<file path="src/rtl/clk_ratio_pkg.sv">
// Shared types and helpers for the divided-clock ratio checker.
package clk_ratio_pkg;

  typedef enum logic [1:0] {IDLE, MEASURE, LOCKED} crd_state_t;

  localparam int unsigned DEF_MAX_LOG2 = 8;

  function automatic int unsigned cnt_w(input int unsigned max_log2);
    return max_log2 + 2;
  endfunction

  function automatic int unsigned ratio_w(input int unsigned max_log2);
    return $clog2(max_log2 + 1);
  endfunction

  function automatic logic is_pow2(input logic [31:0] value);
    return (value != '0) && ((value & (value - 32'd1)) == '0);
  endfunction

  function automatic logic [31:0] log2_of_pow2(input logic [31:0] value);
    logic [31:0] r;
    r = '0;
    for (int unsigned i = 0; i < 32; i++)
      if (value[i]) r = i;
    return r;
  endfunction

endpackage

</file>
<file path="src/rtl/bit_sync.sv">
// Multi-flop synchronizer for a single asynchronous bit, clearable synchronously.
module bit_sync #(
  parameter int unsigned SYNC_STAGES = 2
) (
  input  logic clk,
  input  logic rst_b,
  input  logic clr,
  input  logic d,
  output logic q
);

  logic [SYNC_STAGES-1:0] chain;

  always_ff @(posedge clk or negedge rst_b) begin
    if (!rst_b)   chain <= '0;
    else if (clr) chain <= '0;
    else          chain <= {chain[SYNC_STAGES-2:0], d};
  end

  assign q = chain[SYNC_STAGES-1];

endmodule

</file>
<file path="src/rtl/clk_ratio_detect.sv">
// Measures the rising-edge period of a divided clock, locks onto a stable
// power-of-two ratio and flags loss on mismatch or a stopped clock.
module clk_ratio_detect
  import clk_ratio_pkg::*;
#(
  parameter int unsigned MAX_LOG2    = DEF_MAX_LOG2,
  parameter int unsigned LOCK_CNT    = 4,
  parameter int unsigned SYNC_STAGES = 2
) (
  input  logic                           clk,
  input  logic                           rst_b,
  input  logic                           div_clk_in,
  input  logic                           clr,
  output logic [$clog2(MAX_LOG2+1)-1:0]  ratio_log2,
  output logic                           ratio_valid,
  output logic                           locked,
  output logic                           lost,
  output logic [MAX_LOG2+1:0]            period
);

  localparam int unsigned    CW     = cnt_w(MAX_LOG2);
  localparam int unsigned    RW     = ratio_w(MAX_LOG2);
  localparam int unsigned    MW     = $clog2(LOCK_CNT + 1);
  localparam logic [CW-1:0]  TMO    = {1'b1, {(CW-1){1'b0}}};
  localparam logic [CW-1:0]  P_MAX  = TMO >> 1;
  localparam logic [MW-1:0]  M_LOCK = MW'(LOCK_CNT);

  logic             synced, hist, edge_det;
  crd_state_t       state, state_nxt;
  logic [CW-1:0]    cnt, cnt_nxt, cand, cand_nxt, period_nxt;
  logic             cand_ok, cand_ok_nxt;
  logic [MW-1:0]    match, match_nxt, match_inc;
  logic [RW-1:0]    ratio_nxt;
  logic             valid_nxt, locked_nxt, lost_nxt;
  logic             p_legal, p_hit, tmo;

  bit_sync #(.SYNC_STAGES(SYNC_STAGES)) u_sync (
    .clk   (clk),
    .rst_b (rst_b),
    .clr   (clr),
    .d     (div_clk_in),
    .q     (synced)
  );

  assign edge_det  = synced & ~hist;
  assign p_legal   = (cnt >= CW'(2)) && (cnt <= P_MAX) && is_pow2(32'(cnt));
  assign p_hit     = cand_ok && (cnt == cand);
  assign tmo       = (cnt == TMO);
  assign match_inc = match + MW'(1);

  always_comb begin
    state_nxt   = state;
    cnt_nxt     = cnt;
    cand_nxt    = cand;
    cand_ok_nxt = cand_ok;
    match_nxt   = match;
    period_nxt  = period;
    ratio_nxt   = ratio_log2;
    valid_nxt   = ratio_valid;
    locked_nxt  = locked;
    lost_nxt    = 1'b0;
    unique case (state)
      IDLE: begin
        if (edge_det) begin
          state_nxt   = MEASURE;
          cnt_nxt     = CW'(1);
          cand_ok_nxt = 1'b0;
          match_nxt   = '0;
        end
      end
      MEASURE, LOCKED: begin
        if (!tmo) cnt_nxt = cnt + CW'(1);
        // An edge coinciding with TMO is measured as P = TMO, which is illegal.
        if (edge_det) begin
          period_nxt = cnt;
          cnt_nxt    = CW'(1);
          if (!(state == LOCKED && p_hit)) begin
            if (state == LOCKED) begin
              lost_nxt   = 1'b1;
              locked_nxt = 1'b0;
              valid_nxt  = 1'b0;
              state_nxt  = MEASURE;
            end
            if (!p_legal) begin
              cand_ok_nxt = 1'b0;
              match_nxt   = '0;
            end else if (p_hit) begin
              match_nxt = match_inc;
            end else begin
              cand_nxt    = cnt;
              cand_ok_nxt = 1'b1;
              match_nxt   = MW'(1);
            end
            if (state == MEASURE && p_legal && match_nxt == M_LOCK) begin
              state_nxt  = LOCKED;
              locked_nxt = 1'b1;
              valid_nxt  = 1'b1;
              ratio_nxt  = RW'(log2_of_pow2(32'(cnt)));
            end
          end
        end else if (tmo) begin
          state_nxt  = IDLE;
          period_nxt = TMO;
          lost_nxt   = (state == LOCKED);
          locked_nxt = 1'b0;
          valid_nxt  = 1'b0;
        end
      end
      default: state_nxt = IDLE;
    endcase
  end

  always_ff @(posedge clk or negedge rst_b) begin
    if (!rst_b) begin
      hist        <= 1'b0;
      state       <= IDLE;
      cnt         <= '0;
      cand        <= '0;
      cand_ok     <= 1'b0;
      match       <= '0;
      period      <= '0;
      ratio_log2  <= '0;
      ratio_valid <= 1'b0;
      locked      <= 1'b0;
      lost        <= 1'b0;
    end else if (clr) begin
      hist        <= 1'b0;
      state       <= IDLE;
      cnt         <= '0;
      cand        <= '0;
      cand_ok     <= 1'b0;
      match       <= '0;
      period      <= '0;
      ratio_log2  <= '0;
      ratio_valid <= 1'b0;
      locked      <= 1'b0;
      lost        <= 1'b0;
    end else begin
      hist        <= synced;
      state       <= state_nxt;
      cnt         <= cnt_nxt;
      cand        <= cand_nxt;
      cand_ok     <= cand_ok_nxt;
      match       <= match_nxt;
      period      <= period_nxt;
      ratio_log2  <= ratio_nxt;
      ratio_valid <= valid_nxt;
      locked      <= locked_nxt;
      lost        <= lost_nxt;
    end
  end

endmodule
</file>
<file path="config.mk">
export PLATFORM = sky130hd
export DESIGN_NAME = clk_ratio_detect
export DESIGN_NICKNAME = d
export VERILOG_FILES = /design/src/rtl/clk_ratio_pkg.sv /design/src/rtl/bit_sync.sv /design/src/rtl/clk_ratio_detect.sv
export SDC_FILE = /design/constraint.sdc
export NUM_CORES = 1
export LEC_CHECK = 0
export ABC_AREA = 1
export BUFFER_PORTS_ARGS = -buffer_cell sky130_fd_sc_hd__buf_2
export CORE_MARGIN = 2
export CORE_UTILIZATION = 25
export CTS_CLUSTER_DIAMETER = 150
export DETAILED_ROUTE_END_ITERATION = 8
export SYNTH_ARGS = -nofsm -noshare
export SYNTH_HDL_FRONTEND = slang
export SYNTH_SLANG_ARGS = --single-unit
</file>
<file path="constraint.sdc">
create_clock -name clk -period 2.6 [get_ports clk]
set_clock_uncertainty 0.05 [all_clocks]
set_input_delay 0.78 -clock clk [delete_from_list [all_inputs] [get_ports clk]]
set_output_delay 0.78 -clock clk [all_outputs]
set_load 0.005 [all_outputs]
</file>
==> results.json, run 1 <==
{
  "outcome": "finished, final reports clean",
  "holdWs_ns": 0.413,
  "cp_max_fo": 7,
  "yosys.area.top_type_share_pct": 41.7,
  "power_mw": 1.52,
  "synth_area_per_cell_um2": 7.42,
  "ctsResizeCount": 0,
  "core-area_mm2": 0.0104,
  "critPathKind": "flop to flop",
  "worst_ir_drop_vdd_mv": 0.182,
  "clk_pin_slew_ns": 0.08,
  "drcViolationCount": 0,
  "grt_antenna_before_repair": 0,
  "rows": 37,
  "overflow": 0,
  "dr.pass1.iters": 5,
  "seq_area_mm2": 0.00113,
  "n_antenna_cell": 0,
  "yosysSeqAreaShare_pct": 41.7,
  "yosysMostFrequentCell": "nand2_1",
  "die_x_um": 108,
  "syn_nets": 376,
  "rsz0062_at_grt": "false",
  "numPortBuffers": 20,
  "start_util_pct": 25.9,
  "vias_per_cell": 4.75,
  "synth_xor_xnor_area_share_pct": 1.95,
  "cts_setup_buffers": 0,
  "yosys-mux-area-fraction_pct": 0,
  "worstSetupStartpointType": "flop",
  "synth_common_cells": "82 x nand2_1, 47 x nor2_1, 45 x dfrtp_1",
  "slew-limit-headroom_pct": 60.7,
  "synthSimpleGateAreaFrac_pct": 32.2,
  "synth_top_family_by_area": "simple AND/OR/NAND/NOR gates",
  "grt_max_degree": 46,
  "fillers": 1140,
  "multi_input_area_mm2": 0.00133,
  "syn_inst": 364,
  "crit_buf_inv": 1,
  "ys_top_cells_by_area": "dfrtp_1 42%, nand2_1 11%, nor2_1 6.5%, inv_1 5.7%, nand3_1 4.1%",
  "grt_pass1_wl_um": 11800,
  "ys_ff_latch": 45,
  "cp_top_family": "simple AND/OR/NAND/NOR gates",
  "routabilityCongestion": 0.914,
  "worstMarginPinSlew_ns": 0.590,
  "synthDistinctLibCells": 32,
  "finalCritPeriodShare_pct": 89.4,
  "async_flop_share_pct": 100,
  "p_leak_nw": 1.49,
  "p_per_area_mw_per_mm2": 498,
  "path_cells": "inv_2 -> ha_1 -> nand2_1 -> nor2_2 -> xor2_1 -> nand2_1 -> nor2_4 -> nand3_2 -> or2_4 -> o21ai_1 -> nor2_1",
  "synth-main-ff-cell": "dfrtp_1",
  "cp_slowest_cell": "dfrtp_1",
  "root_buffer": "clkbuf_8",
  "hold_violations": 0,
  "cts_tree": "built",
  "netlist_area_mm2": 0.00270,
  "yosysWarnings": 0,
  "synth_edf_count": 0,
  "grt_pass1_vias": 2447,
  "crit_arrival_ns": 2.47,
  "drtIter0Drc": 145,
  "ant_nets": 0,
  "setup_viol": 0,
  "dpl.hpwl_um": 5300,
  "slowest_delay_ns": 0.49,
  "cts_max_level": 2,
  "max_cap_viol_count": 0,
  "dr_total_vias": 2507,
  "worst_setup_path_end_kind": "flop",
  "clk_latency_ns": 0.30,
  "slew_viol_final": 0,
  "nNetsFinal": 403,
  "fmaxAchievable_ghz": 0.430,
  "die_area_mm2": 0.0116,
  "numCtsBuffers": 5,
  "grt.total_usage_pct": 12.8,
  "wl_um": 7120,
  "critPathMostFrequentCell": "nand2_1",
  "yosysTopAreaCell": "dfrtp_1",
  "period_minus_slack_ns": 2.33,
  "synth_fa_ha_area_share_pct": 3.71,
  "wl_per_cell_um": 13.5,
  "clockBufferDepth": 2,
  "required_ns": 2.74,
  "cts_hold_buf": 0,
  "die_h_um": 108,
  "synthToLayoutAreaGrowth_pct": 13.3,
  "io-pin-count": 21,
  "hold_path.class": "flop to flop",
  "synth_compound_area_share_pct": 11.4,
  "tns_ns": 0,
  "layout-drive-gt1-share_pct": 14.8,
  "cts.sinks": 45
}
-- state kept, by name, indices dropped and copies added (netlist names) --
register      flops
cand             10
cand_ok           1
cnt              10
hist              1
locked            1
lost              1
match             3
period           10
ratio_log2        4
state             2
u_sync.chain      2
-- final timing paths --
path / start / cells after the start / slack [ns] / end
max: cnt[1] / 11 / 0.27 / ratio_log2[0]
max in group asynchronous: rst_b / 2 / 1.59 / match[0]
max reg2reg: cnt[1] / 11 / 0.27 / ratio_log2[0]
min reg2reg: u_sync.chain[0] / 2 / 0.41 / u_sync.chain[1]
min in group asynchronous: rst_b / 2 / 0.51 / period[4]
min: u_sync.chain[0] / 2 / 0.41 / u_sync.chain[1]
-- layer usage --
| metal | global-route usage (%) | vias up | wire, um | part of all wire (%) |
|---|---|---|---|---|
| met4 | 4.40 | 0 | 175 | 2.5 |
| met3 | 2.18 | 15 | 315 | 4.4 |
| met2 | 21.1 | 74 | 3380 | 47 |
| met5 | 0 | - | 0 | 0 |
| li1 | - | 1239 | - | - |
| met1 | 17.0 | 1179 | 3250 | 46 |
-- where the power goes --
| group | internal (mW) | total [mW] | switching (mW) |
|---|---|---|---|
| sequential | 0.725 | 0.751 | 0.0261 |
| combinational | 0.104 | 0.339 | 0.234 |
| clock | 0.187 | 0.433 | 0.246 |
-- cell type report --
type | count | share of cell area [%]
clock buffer | 6 | 2.37
timing repair buffer | 28 | 5.24
sequential | 45 | 36.8
tap | 136 | 5.56
clock inverter | 2 | 0.327
multi-input combinational | 260 | 43.4
inverter | 51 | 6.26
-- cells by family after synthesis --
kind of cell             count (synthesis)
AO/OA/AOI/OAI                           54
adder cells (fa/ha/maj)                  8
flip-flops                              45
AND/OR/NAND/NOR                        192
buffers and inverters                   59
XOR/XNOR                                 6
-- tightest hold or removal path, cell delays in order (launching register included) --
cell and delay (ns):
dfrtp_1 0.33, inv_1 0.03, nor2_1 0.07
-- layout by cell type, fill, tap and decap left out, types with 6 or more instances in the layout --
cell     instances
a21oi_1         11
buf_2           20
buf_4            8
dfrtp_1         45
ha_1             8
inv_1           41
inv_2            6
nand2_1         82
nand3_1         22
nand4_1          9
nor2_1          47
nor3_1          11
o21ai_0         22
o22ai_1          7
-- through the flow --
stage	instances	cell area [um2]	util [%]	setup slack, ns
floorplan	364	2700	-	0.490
detailed placement	520	2980	28.6	0.147
global route	528	3060	29.4	0.106
global placement	520	2980	28.6	0.245
finish	528	3060	29.4	0.275
CTS	528	3060	29.4	0.293
Note: power is estimated with default switching activity, not from simulation.
==> inputs of run 2 (changes only) <==
--- a/config.mk
+++ b/config.mk
@@ -12,4 +12,5 @@
 export CTS_CLUSTER_DIAMETER = 150
 export DETAILED_ROUTE_END_ITERATION = 8
+export HOLD_SLACK_MARGIN = 0.1
 export SYNTH_ARGS = -nofsm -noshare
 export SYNTH_HDL_FRONTEND = slang
==> constraint.sdc (replaced) <==
create_clock -name clk -period 2.6 [get_ports clk]
set_clock_uncertainty 0.05 [all_clocks]
set_input_delay 0 -clock clk [delete_from_list [all_inputs] [get_ports clk]]
set_output_delay 0 -clock clk [all_outputs]
set_load 0.005 [all_outputs]
==> results.json, run 2 (synthesized netlist as in run 1, its figures left out) <==
{
  "crit_buf_inv": 2,
  "rsz0062_at_grt": "false",
  "required_ns": 2.79,
  "numPortBuffers": 20,
  "die_x_um": 108,
  "dr_total_vias": 2522,
  "grt_antenna_before_repair": 0,
  "synthToLayoutAreaGrowth_pct": 14.1,
  "ant_nets": 0,
  "wl_per_cell_um": 13.0,
  "dpl.hpwl_um": 5160,
  "grt.total_usage_pct": 12.8,
  "io-pin-count": 21,
  "clk_latency_ns": 0.31,
  "drtIter0Drc": 174,
  "worstSetupStartpointType": "flop",
  "fin_util_pct": 29.6,
  "grt_max_degree": 46,
  "crit_arrival_ns": 2.56,
  "start_util_pct": 25.9,
  "cts.sinks": 45,
  "placedCellCount": 515,
  "die_h_um": 108,
  "cts_tree": "built",
  "path_cells": "clkinvlp_4 -> ha_1 -> nand2_1 -> nor2_2 -> xor2_1 -> nand2_1 -> nor2_4 -> nand3_2 -> o21ai_1 -> buf_4 -> nor2_1 -> a21oi_1",
  "holdWs_ns": 0.362,
  "layout_common_cells": "82 x nand2_1, 47 x nor2_1, 45 x dfrtp_1",
  "slowest_delay_ns": 0.47,
  "drcViolationCount": 0,
  "critPathMostFrequentCell": "nand2_1",
  "wl_um": 6860,
  "max_cap_viol_count": 0,
  "grt_pass1_vias": 2517,
  "cp_slowest_cell": "dfrtp_1",
  "outcome": "finished, final reports clean",
  "clk_pin_slew_ns": 0.10,
  "setup_viol": 0,
  "finalWorstSetupSlack_ns": 0.233,
  "nNetsFinal": 403,
  "hold_violations": 0,
  "root_buffer": "clkbuf_8",
  "worst_setup_path_end_kind": "flop",
  "die_area_mm2": 0.0116,
  "numCtsBuffers": 5,
  "dp_slack_ns": 0.113,
  "final_cells": 528,
  "period_minus_slack_ns": 2.37,
  "routabilityCongestion": 0.894,
  "p_per_area_mw_per_mm2": 500,
  "grt_pass1_wl_um": 11900,
  "cp_max_fo": 11,
  "critPathKind": "flop to flop",
  "hold_path.class": "input port to asynchronous set/reset pin",
  "p_leak_nw": 1.49,
  "fmaxAchievable_ghz": 0.422,
  "dr.pass1.iters": 5,
  "core-area_mm2": 0.0104,
  "n_antenna_cell": 0,
  "worstMarginPinSlew_ns": 1.04,
  "cts_max_level": 2,
  "finalCritPeriodShare_pct": 91.0,
  "overflow": 0,
  "reg_top3": "cand x10, cnt x10, period x10",
  "rows": 37,
  "layout-drive-gt1-share_pct": 14.3,
  "cp_top_family": "simple AND/OR/NAND/NOR gates",
  "tns_ns": 0,
  "slew-limit-headroom_pct": 30.6,
  "worst_ir_drop_vdd_mv": 0.210,
  "final_common_cell": "nand2_1",
  "vias_per_cell": 4.78,
  "clockBufferDepth": 2,
  "slew_viol_final": 0
}
## run 2: worst register-to-register path, stage by stage, from the launching register on
cell and delay [ns]:
dfrtp_1 0.47, clkinvlp_4 0.19, ha_1 0.24, nand2_1 0.14, nor2_2 0.07, xor2_1 0.13, nand2_1 0.10, nor2_4 0.14
nand3_2 0.22, o21ai_1 0.19, buf_4 0.20, nor2_1 0.06, a21oi_1 0.10
## run 2: cell type report
cell class	count	area, um2
Fill cell	1151	7340
Multi-Input combinational cell	260	1330
Sequential cell	45	1130
Inverter	51	195
Timing Repair Buffer	28	170
Tap cell	136	170
Clock buffer	5	68.8
Clock inverter	3	21.3
## run 2: power breakdown
group | total, mW | internal (mW) | switching (mW)
registers | 0.753 | 0.725 | 0.0286
logic | 0.330 | 0.104 | 0.226
clock network | 0.458 | 0.191 | 0.267
total | 1.54 | 1.02 | 0.521
## run 2: layer usage
metal | track usage, % | wire length [um]
met1 | 17.3 | 3140
met2 | 21.2 | 3250
met3 | 2.12 | 408
met4 | 3.30 | 65
met5 | 0 | 0
## run 2: final timing paths
kind                            startpoint               to  slack (ns)  cells past startpoint
max in group asynchronous            rst_b         state[0]        1.49                      2
min reg2reg                u_sync.chain[0]  u_sync.chain[1]        0.42                      2
min                                  rst_b        period[5]        0.36                      2
max reg2reg                         cnt[0]          cand[8]        0.23                     12
min in group clk           u_sync.chain[0]  u_sync.chain[1]        0.42                      2
max                                 cnt[0]          cand[8]        0.23                     12
## run 2: what timing repair did
action                     CTS  global route
gates resized for setup      0             1
buffers inserted             0             1
setup endpoints to repair    0            12
hold buffers                 4             0
hold endpoints to repair    48             0
## run 2: through the flow
step | power (mW) | area [um2]
after detailed placement | 1.08 | 2940
after floorplan | 0.990 | 2700
after global placement | 1.08 | 2940
after global routing | 1.64 | 3080
final | 1.54 | 3080
after CTS | 1.55 | 3070
